<file path="src/rtl/fb_write_sched.sv">
// Per-frame scheduler for the framebuffer GPU write port: clears the freshly
// exposed write buffer after each vsync-driven swap, then hands the port to the rasterizer.
module fb_write_sched #(
  parameter int          ADDR_WIDTH  = 17,
  parameter int          NUM_PIXELS  = 76800,
  parameter logic [7:0]  CLEAR_COLOR = 8'h00
) (
  input  logic                  clk,
  input  logic                  rst,
  input  logic                  vsync,
  input  logic                  raster_valid,
  input  logic [ADDR_WIDTH-1:0] raster_addr,
  input  logic [7:0]            raster_data,
  input  logic                  render_done,
  output logic                  raster_ready,
  output logic                  fb_wea,
  output logic [ADDR_WIDTH-1:0] fb_addra,
  output logic [7:0]            fb_dina,
  output logic                  frame_start,
  output logic                  clear_busy,
  output logic [7:0]            overrun_cnt
);

  typedef enum logic [1:0] {IDLE, CLEAR, RENDER, WAIT_SWAP} state_t;

  localparam logic [ADDR_WIDTH-1:0] LAST_ADDR = ADDR_WIDTH'(NUM_PIXELS - 1);
  localparam logic [ADDR_WIDTH:0]   PIX_LIMIT = (ADDR_WIDTH + 1)'(NUM_PIXELS);

  state_t                state, state_nxt;
  logic                  s1, s2, p;
  logic                  swap;
  logic [ADDR_WIDTH-1:0] clr_cnt, clr_cnt_nxt;
  logic                  wea_nxt, fs_nxt, ovr_inc;
  logic [ADDR_WIDTH-1:0] addr_nxt;
  logic [7:0]            din_nxt;
  logic                  accept, in_range;

  // Falling edge of the synchronized vsync; same cycle the framebuffer toggles its buffer.
  assign swap         = p & ~s2;
  assign raster_ready = (state == RENDER);
  assign clear_busy   = (state == CLEAR);
  assign accept       = raster_valid & raster_ready;
  assign in_range     = ({1'b0, raster_addr} < PIX_LIMIT);

  // Handshake: a raster write transfers on any clk edge where raster_valid & raster_ready.
  always_comb begin
    state_nxt   = state;
    clr_cnt_nxt = clr_cnt;
    wea_nxt     = 1'b0;
    addr_nxt    = fb_addra;
    din_nxt     = fb_dina;
    fs_nxt      = 1'b0;
    ovr_inc     = 1'b0;
    case (state)
      IDLE: begin
        state_nxt   = CLEAR;
        clr_cnt_nxt = '0;
      end
      CLEAR: begin
        if (swap) begin
          clr_cnt_nxt = '0;
          ovr_inc     = 1'b1;
        end else begin
          wea_nxt     = 1'b1;
          addr_nxt    = clr_cnt;
          din_nxt     = CLEAR_COLOR;
          clr_cnt_nxt = clr_cnt + 1'b1;
          if (clr_cnt == LAST_ADDR) begin
            state_nxt = RENDER;
            fs_nxt    = 1'b1;
          end
        end
      end
      RENDER: begin
        if (accept && in_range) begin
          wea_nxt  = 1'b1;
          addr_nxt = raster_addr;
          din_nxt  = raster_data;
        end
        // A swap that coincides with render_done is an on-time frame, not an overrun.
        if (swap) begin
          state_nxt   = CLEAR;
          clr_cnt_nxt = '0;
          ovr_inc     = ~render_done;
        end else if (render_done) begin
          state_nxt = WAIT_SWAP;
        end
      end
      WAIT_SWAP: begin
        if (swap) begin
          state_nxt   = CLEAR;
          clr_cnt_nxt = '0;
        end
      end
      default: state_nxt = IDLE;
    endcase
  end

  always_ff @(posedge clk or posedge rst) begin
    if (rst) begin
      state       <= IDLE;
      s1          <= 1'b0;
      s2          <= 1'b0;
      p           <= 1'b0;
      clr_cnt     <= '0;
      fb_wea      <= 1'b0;
      fb_addra    <= '0;
      fb_dina     <= 8'h00;
      frame_start <= 1'b0;
      overrun_cnt <= 8'h00;
    end else begin
      state       <= state_nxt;
      s1          <= vsync;
      s2          <= s1;
      p           <= s2;
      clr_cnt     <= clr_cnt_nxt;
      fb_wea      <= wea_nxt;
      fb_addra    <= addr_nxt;
      fb_dina     <= din_nxt;
      frame_start <= fs_nxt;
      if (ovr_inc && (overrun_cnt != 8'hFF)) overrun_cnt <= overrun_cnt + 8'd1;
    end
  end

endmodule

</file>
<file path="config.mk">
export PLATFORM = sky130hd
export DESIGN_NAME = fb_write_sched
export DESIGN_NICKNAME = d
export VERILOG_FILES = /design/src/rtl/fb_write_sched.sv
export SDC_FILE = /design/constraint.sdc
export NUM_CORES = 1
export LEC_CHECK = 0
export ABC_AREA = 1
export CORE_MARGIN = 2
export CORE_UTILIZATION = 46
export DETAILED_ROUTE_END_ITERATION = 7
export PLACE_DENSITY_LB_ADDON = 0.15
export SYNTH_ARGS = -nofsm -noshare
export SYNTH_HDL_FRONTEND = slang
export SYNTH_SLANG_ARGS = --single-unit
</file>
<file path="constraint.sdc">
create_clock -name clk -period 1.65 [get_ports clk]
set_input_delay 0.165 -clock clk [delete_from_list [all_inputs] [get_ports clk]]
set_output_delay 0.165 -clock clk [all_outputs]
set_load 0.01 [all_outputs]
</file>
== Yosys cells after proc, flatten, opt, wreduce, memory -nomap -nowiden ==
Index checks and enable logic that the tools add are counted.

* Input port bits: 30
* Output and inout port bits: 37
* Bits in registers: 57
* Logic and storage cells: 59

* Eq/ne operators: 11
* Magnitude comparators: 1
* Mux-type cells: 24
* Reduce and logical (&&, ||, !) cells: 7
* Add/sub/neg operators: 2
* Bitwise gates (word level): 4

{| class="wikitable"
|+ Operator list
! cell !! count
|-
| $mux 17 || 4
|-
| $pmux 17 s3 || 1
|-
| $pmux 17 s2 || 1
|-
| $add 17x1->17 const B || 1
|-
| $eq 17x17->1 const B || 1
|-
| $lt 17x17->1 const B || 1
|-
| $mux 8 || 2
|-
| $pmux 8 s2 || 1
|-
| $mux 2 || 5
|-
| $add 8x1->8 const B || 1
|-
| $ne 8x8->1 const B || 1
|-
| $pmux 2 s4 || 1
|-
| $mux 1 || 7
|-
| $ne 2x1->1 const B || 3
|-
| $eq 2x2->1 const B || 2
|-
| $ne 2x2->1 const B || 2
|-
| $pmux 1 s2 || 2
|-
| $reduce_and 4->1 || 1
|-
| $ne 3x2->1 const B || 1
|-
| $reduce_and 3->1 || 1
|-
| $and 1x1->1 || 2
|-
| $eq 2x1->1 const B || 1
|-
| $logic_and 1x1->1 || 2
|-
| $logic_not 2->1 || 1
|-
| other kinds (3) || 4
|}

== Depth between registers and ports, before layout ==
Gate-level depths: netlist of the first run.

* Depth after elaboration: 5
* Gate-level depth with buffers: 11

== Worst setup path before layout of the first run ==
OpenSTA, ideal clock, no wires.

* Path kind: reg2reg
* Start point: register state[0]
* End point: register fb_dina[3]
* Clock period less this slack: 1.571 ns
* Setup time: 0.117 ns
* Arrival: 1.454 ns
* Slack: 0.079 ns
* Cell stages (with the launch flop): 12
* Cell sequence: dfrtp_1 -> inv_1 -> ha_1 -> buf_6 -> nand2_1 -> inv_1 -> nand3_1 -> nand2_2 -> nand2_4 -> buf_6 -> nand2_1 -> nand2_1

* Word-level cells in the longest chain between the ends: 5
* Elaborated cells on any way between the ends: 9
* Classes of those cells: eq/ne: 4; mux: 1; bitwise: 1; reduce/logical: 3

{| class="wikitable"
|+ Ends and longest elaborated chain
! what !! RTL line !! text
|-
| start: declaration || 29 || <nowiki>state_t state, state_nxt;</nowiki>
|-
| start signal: assignment || 112 || <nowiki>state <= state_nxt;</nowiki>
|-
| $eq 2x2->1 * || 40 || <nowiki>assign raster_ready = (state == RENDER);</nowiki>
|-
| net raster_ready || 15 || <nowiki>output logic raster_ready,</nowiki>
|-
| $and 1x1->1 || 42 || <nowiki>assign accept = raster_valid & raster_ready;</nowiki>
|-
| $logic_and 1x1->1 || 75 || <nowiki>if (accept && in_range) begin</nowiki>
|-
| $ne 2x1->1 (no source line) || n/a ||
|-
| $reduce_and 3->1 (no source line) || n/a ||
|-
| end signal: assignment || 119 || <nowiki>fb_dina <= din_nxt;</nowiki>
|-
| end: declaration || 18 || <nowiki>output logic [7:0] fb_dina,</nowiki>
|}

Mark *: on every way through the listed nets, which the timed path passes. The rest lies on a longest branch.
A chain may end at the register's enable or synchronous reset.

== Worst setup path after layout of the first run ==
* Start point: register state[1]
* End point: output clear_busy

* Word-level cells in the longest chain between the ends: 1

{| class="wikitable"
|+ Ends and longest elaborated chain
! what !! RTL line !! text
|-
| $eq 2x1->1 || 41 || <nowiki>assign clear_busy = (state == CLEAR);</nowiki>
|-
| end: declaration || 20 || <nowiki>output logic clear_busy,</nowiki>
|}

Every way passes these cells.

==> summary.md, run 1 <==
Outcome
• finished with violations — outcome
• design-rule violations — violated checks

Placement
• 66 — Port-buffer cells
• 5480 um — hpwl dp
• 0.876 — placer's final routability congestion estimate

Logic synthesis
• 46.3% — share of the synthesized area in the top cell type
• 57 — number of flip-flops and latches in the synthesized netlist
• sky130_fd_sc_hd__dfrtp_1 — flip-flop cell with the highest count after synthesis
• sky130_fd_sc_hd__nand2_1 (152), sky130_fd_sc_hd__dfrtp_1 (57), sky130_fd_sc_hd__nand3_1 (37), sky130_fd_sc_hd__nor2_1 (37), sky130_fd_sc_hd__inv_1 (32) — Synth top cells by count
• sky130_fd_sc_hd__nand2_1 — cell with the most instances after synthesis
• 0 — number of enable-type register cells in the synthesized netlist
• 27 — number of different library cells in the post-synthesis netlist
• 100% — FFs w/ async S/R, synth
• 46.3% — sequential fraction of the synthesis area
• 3080 um2 — post-synthesis cell area
• sky130_fd_sc_hd__dfrtp_1 — cell type with the highest aggregate area in the netlist
• 7.48 um2 — mean instance size in the synthesized netlist
• 447 — post-synth net total
• 0 — Warnings, synthesis
• sky130_fd_sc_hd__dfrtp_1 (46%), sky130_fd_sc_hd__nand2_1 (19%), sky130_fd_sc_hd__nand3_1 (6.0%) — top area cells in the synthesized netlist
• 412 — Gate Count Post-Synth

Clocking
• built — clock tree from TritonCTS
• sky130_fd_sc_hd__clkbuf_8 — root buffer cell
• 3 — htree depth
• 0.07 ns — clock edge transition at the registers on the reported setup and hold paths
• 0.35 ns — latest clock arrival within the worst-skew pair
• 57 — Sink Count
• 9 — TritonCTS buffer count
• 2 — CTS max path bufs
• 0 — CTS hold repair buffers

STA
• 0 — total count of hold-check failures in the final report
• 1.57 ns — final worst path period need
• 95.1% — final cycle utilization of the critical path
• 0.637 GHz — highest clock rate
• 0.0142 ns — setup skew after layout
• 0.337 ns — slew at the pin closest to its max-slew limit
• 0 — Max Transition Viols Final
• true — unrepaired setup endpoints after global routing
• 0 — count of final setup violators
• 0.189 ns — worst slack on hold paths
• 77.3% — worst slew slack as a fraction of its limit

Die
• 29 — Row Count
• 85.9 um — die extent in x
• 6420 um2 — placeable core region
• 85.9 um — die height
• 48.0% — initial core utilization
• 67 — Top Ports
• 7370 um2 — die area

Power and ir drop
• 2780 uW — Internal
• 43.4% — Seq pwr share
• 1050 uW — switching power total
• 18.3% — proportion of power drawn by combinational gates
• 0.00199 uW — standby leakage power
• 0.934 mV — Max VDD drop
• 3840 uW — PnR Total Power
• 38.3% — part of the total power dissipated in the clock network
• 916 nW/um2 — PwrDens
• 27.4% — switching portion of total power

Critical path
• state[0] — source of the worst register-to-register timing path
• 1.48 ns — Data required, critical path
• flip-flop to primary output — Crit Path Class
• 7 — Register-to-Register Path Depth
• clear_busy — Critical Path Sink
• 4 — critical-path maximum fanout
• 1.40 ns — endpoint arrival time on the critical path
• fb_dina[7] — endpoint of the most critical register-to-register path
• primary output — kind of capture point of the worst setup path
• flip-flop — startpoint type of the worst setup path
• state[1] — source of the critical timing path
• 0.12 ns — Worst R2R Setup Slack

Layout
• 36.0% — layout overhead on the synthesized area
• 559 — number of fill cells
• 65.2% — final core utilization
• 12.1% — ratio of cells with drive above 1 in the final layout
• 0 — Antenna diodes
• 526 — # nets final

Drt
• 2882 — via count
• 0 — Post-DRT Antenna Nets
• 6 — DRC violation count after routing
• 13.2 um — post-DR wirelength/cell
• 8 — Initial DRT Pass Iterations
• 191 — Iter 0 DRT Violations
• 5.03 — vias per cell
• 7580 um — Detailed Route WL

Global routing
• 12700 um — global-route wire length before repair
• 0 — leftover overflow at the end of global routing
• 22.2% — Global Route Usage Sum
• 0 — initial antenna violation count
• 2632 — via count of the first global-routing pass
• 58 — pin count of the biggest net entering global routing

Min path
• input pin to asynchronous set/reset pin — type of the worst min-delay path

Flow run
• 0 — max-cap violations

==> power by group through the flow <==
stage          clock network [uW]  registers (uW)  logic, uW
3_3_place_gp                    0            1680        687
2_1_floorplan                   0            1710        310
5_1_grt                      1560            1690        786
3_5_place_dp                    0            1690        697
4_1_cts                      1480            1660        704
6_report                     1470            1660        702
==> cell usage in the layout (no fill, tap or decap), drive strengths merged <==
cell type and instances:
dfrtp 57, bufinv 2, clkdlybuf4s50 64, buf 14
nand4 2, inv 36, nor3 7, nand3 37
clkdlybuf4s15 1, nor4 1, nand3b 8, o21ai 29
xnor2 4, xor2 3, nor2 47, a21oi 8
ha 5, nand2 155, or2 1, clkbuf 11
dlygate4sd2 1, clkinv 3
==> worst max-delay path: stages (launching register included) <==
cell and delay [ns]:
sky130_fd_sc_hd__dfrtp_2 0.44, sky130_fd_sc_hd__inv_1 0.07, sky130_fd_sc_hd__ha_2 0.17, sky130_fd_sc_hd__buf_4 0.12, sky130_fd_sc_hd__dlygate4sd2_1 0.27
==> per-stage QoR <==
stage	area [um2]	TNS (ns)	setup slack (ns)	instances
floorplan	3080	0	0.0793	412
global placement	3890	0	0.0311	556
detailed placement	3890	-0.161	-0.0295	556
CTS	4120	-0.498	-0.0443	572
global route	4190	-0.0172	-0.0152	573
finish	4190	0	0.0805	573
==> per-layer routing <==
layer | up-vias | share of wire [%] | GRT usage, %
met1 | 1339 | 46 | 30.6
met2 | 71 | 48 | 34.5
met5 | - | 0 | 0
li1 | 1460 | - | -
met3 | 12 | 4.5 | 5.20
met4 | 0 | 1.7 | 7.65
==> state kept, by name, indices dropped and copies added, names as in the netlist <==
signal / flops
p: 1
fb_dina: 8
frame_start: 1
state: 2
overrun_cnt: 8
fb_addra: 17
clr_cnt: 17
fb_wea: 1
s1: 1
s2: 1
==> cells by family (layout without fill, tap and decap cells) <==
family | after synthesis | in the layout | synth area share (%)
fa+ha+maj | 5 | 5 | 2.03
xor+xnor | 7 | 7 | 1.99
flops | 57 | 57 | 46.3
buf+inv | 48 | 132 | 7.27
compound gates | 37 | 37 | 6.37
simple gates | 258 | 258 | 36.1
==> worst min path at each step <==
| stage | startpoint | to | slack [ns] | cells after the start |
|---|---|---|---|---|
| after floorplan | vsync | s1 | 0.20 | 0 |
| after global placement | s1 | s2 | 0.33 | 0 |
| after detailed placement | s1 | s2 | 0.34 | 0 |
| after CTS | rst | overrun_cnt[6] | 0.21 | 3 |
| after global routing | rst | fb_dina[3] | 0.24 | 3 |
| final | rst | overrun_cnt[6] | 0.19 | 3 |
==> area by class of cell <==
| class | count | area, um2 | area share [%] |
|---|---|---|---|
| Inverter | 36 | 140 | 3.34 |
| Timing Repair Buffer | 80 | 810 | 19.3 |
| Clock buffer | 11 | 141 | 3.37 |
| Multi-Input combinational cell | 307 | 1500 | 35.7 |
| Tap cell | 77 | 96.3 | 2.30 |
| Clock inverter | 5 | 78.8 | 1.88 |
| Sequential cell | 57 | 1430 | 34.1 |
==> repair_timing <==
action                     4_1_cts  5_1_grt
pin swaps                        0        2
setup endpoints to repair       32       48
resized for setup                5       19
buffers inserted                 0        1
No activity file was read; power rests on OpenSTA's default activity.
==> run 2, diff against run 1 <==
--- a/config.mk
+++ b/config.mk
@@ -9,7 +9,7 @@
 export CORE_MARGIN = 2
 export CORE_UTILIZATION = 46
 export DETAILED_ROUTE_END_ITERATION = 7
-export PLACE_DENSITY_LB_ADDON = 0.15
+export PLACE_DENSITY = 0.76
 export SYNTH_ARGS = -nofsm -noshare
 export SYNTH_HDL_FRONTEND = slang
 export SYNTH_SLANG_ARGS = --single-unit
==> summary.md, run 2 (same netlist as run 1, synthesis figures left out) <==
Die
• 29 — Row Count
• 48.0% — initial core utilization
• 85.9 um — die extent in x
• 85.9 um — die height
• 6420 um2 — placeable core region
• 67 — Top Ports
• 7370 um2 — die area

STA
• 0.602 GHz — highest clock rate
• 0.0109 ns — setup skew after layout
• 1 — count of final setup violators
• 1.66 ns — final worst path period need
• 101% — final cycle utilization of the critical path
• true — unrepaired setup endpoints after global routing
• -0.0104 ns — final worst setup slack
• 73.4% — worst slew slack as a fraction of its limit
• 0 — total count of hold-check failures in the final report
• 0.394 ns — slew at the pin closest to its max-slew limit
• 0 — Max Transition Viols Final
• 0.200 ns — worst slack on hold paths

Clocking
• 57 — Sink Count
• built — clock tree from TritonCTS
• 9 — TritonCTS buffer count
• 0.33 ns — latest clock arrival within the worst-skew pair
• 0 — CTS hold repair buffers
• sky130_fd_sc_hd__clkbuf_8 — root buffer cell
• 2 — CTS max path bufs
• 0.07 ns — clock edge transition at the registers on the reported setup and hold paths
• 3 — htree depth

Critical path
• -0.01 ns — Worst R2R Setup Slack
• sky130_fd_sc_hd__dfrtp_1 — slowest cell on the critical path
• sky130_fd_sc_hd__buf_4 — CP most frequent cell
• 1.91 ns — Data required, critical path
• flip-flop to flip-flop — Crit Path Class
• flip-flop — kind of capture point of the worst setup path
• buf_4 -> ha_4 -> buf_6 -> buf_4 -> o21ai_0 -> nand3_2 -> nand2_1 — series of cell instances along the critical path
• 1.92 ns — endpoint arrival time on the critical path
• 9 — critical-path maximum fanout
• 0.41 ns — delay contributed by the slowest stage of the critical path
• flip-flop — startpoint type of the worst setup path

Drt
• 3790 um — routed length on met1
• 0 — Post-DRT Antenna Nets
• 492 um — met3 WL post-DR
• 15.0 um — post-DR wirelength/cell
• met4 — highest routing layer actually used
• 172 — Iter 0 DRT Violations
• 5.29 — vias per cell
• 8800 um — Detailed Route WL
• 7 — DRC violation count after routing
• 3111 — via count
• 7 — Initial DRT Pass Iterations
• 4360 um — WL met2

Global routing
• 0 — initial antenna violation count
• 2675 — via count of the first global-routing pass
• 12300 um — global-route wire length before repair
• 58 — pin count of the biggest net entering global routing
• 0 — leftover overflow at the end of global routing
• 21.3% — Global Route Usage Sum

Min path
• input pin to asynchronous set/reset pin — type of the worst min-delay path

Power and ir drop
• 0.549 mV — Max VDD drop
• 821 nW/um2 — PwrDens
• 0.00215 uW — standby leakage power
• 3740 uW — PnR Total Power

Layout
• sky130_fd_sc_hd__nand2_1 (142), sky130_fd_sc_hd__clkdlybuf4s50_1 (64), sky130_fd_sc_hd__dfrtp_1 (57) — most frequent cells in the layout
• 47.9% — layout overhead on the synthesized area
• 20.5% — ratio of cells with drive above 1 in the final layout
• sky130_fd_sc_hd__nand2_1 — most common cell after layout, fill and taps aside
• 0 — Antenna diodes
• clr_cnt (17), fb_addra (17) — leading registers by flop count
• 542 — # nets final

Outcome
• finished with violations — outcome
• design-rule violations, negative setup slack — violated checks

Flow run
• 0 — max-cap violations

Placement
• 0.899 — placer's final routability congestion estimate
• 66 — Port-buffer cells
• 5480 um — hpwl dp

[run 2: cell types whose count changed in the layout (fill, tap and decap cells not counted), moves of 3 or more]
cell	change
sky130_fd_sc_hd__nand2_4	+3
sky130_fd_sc_hd__o21ai_0	-4
sky130_fd_sc_hd__buf_6	+4
sky130_fd_sc_hd__nand3_2	+13
sky130_fd_sc_hd__nand2_2	+6
sky130_fd_sc_hd__nand3_1	-15
sky130_fd_sc_hd__buf_12	+3
sky130_fd_sc_hd__buf_4	+5
sky130_fd_sc_hd__nand2_1	-9
[run 2: where the power goes]
group	internal, uW	total, uW	switching, uW
clock network	767	1290	527
registers	1530	1680	157
logic	397	764	367
total	2690	3740	1050
[run 2: critical path: cells and delay by family, from the launching register on]
family | cells | cell delay [ns]
fa+ha+maj | 1 | 0.19
buf+inv | 3 | 0.45
simple gates | 2 | 0.19
flops | 1 | 0.41
compound gates | 1 | 0.35
[run 2: path summary, 6_finish.rpt]
| kind | start | endpoint | depth (start not counted) |
|---|---|---|---|
| max in group asynchronous | rst | clr_cnt[15] | 3 |
| setup reg to reg | state[1] | fb_addra[13] | 7 |
| min in group clk | vsync | s1 | 1 |
| hold / removal | rst | overrun_cnt[1] | 3 |
| hold reg to reg | s1 | s2 | 0 |
| setup / recovery | state[1] | fb_addra[13] | 7 |
[run 2: cell type report]
type	count	area, um2
clock buffers	12	155
clock inverters	3	40.0
fillers	444	1870
inverters	36	150
multi-input cells	309	1690
flip-flops and latches	57	1430
well taps	77	96.3
repair buffers	94	997
[run 2: metal layers]
layer	vias to the layer above	track usage, %
met5	-	0
met1	1480	29.7
met2	119	32.8
met4	0	8.23
li1	1495	-
met3	17	4.62
[run 2: timing repair]
item / CTS / global route
setup endpoints to repair: 42 / 48
gates cloned: 0 / 5
gates resized for setup: 7 / 66
endpoints found under the hold margin: 0 / 0
buffers inserted: 5 / 4
pin swaps: 1 / 35
[run 2: metrics by stage]
stage | setup slack, ns | util, % | cells | area, um2 | TNS (ns)
after floorplan | 0.0793 | - | 412 | 3080 | 0
after detailed placement | -0.0897 | 61.1 | 559 | 3920 | -1.15
final | -0.0104 | 71.0 | 588 | 4560 | -0.0104
after global placement | -0.00719 | 61.1 | 559 | 3920 | -0.00874
after global routing | -0.134 | 71.0 | 588 | 4560 | -1.90
after CTS | -0.00452 | 65.1 | 579 | 4180 | -0.00669
==> run 3, diff against run 2 <==
--- a/config.mk
+++ b/config.mk
@@ -6,6 +6,7 @@
 export NUM_CORES = 1
 export LEC_CHECK = 0
 export ABC_AREA = 1
+export CAP_MARGIN = 25
 export CORE_MARGIN = 2
 export CORE_UTILIZATION = 46
 export DETAILED_ROUTE_END_ITERATION = 7
==> results of run 3 <==
No change in the layout: final DEF, timing and power equal those of run 2.
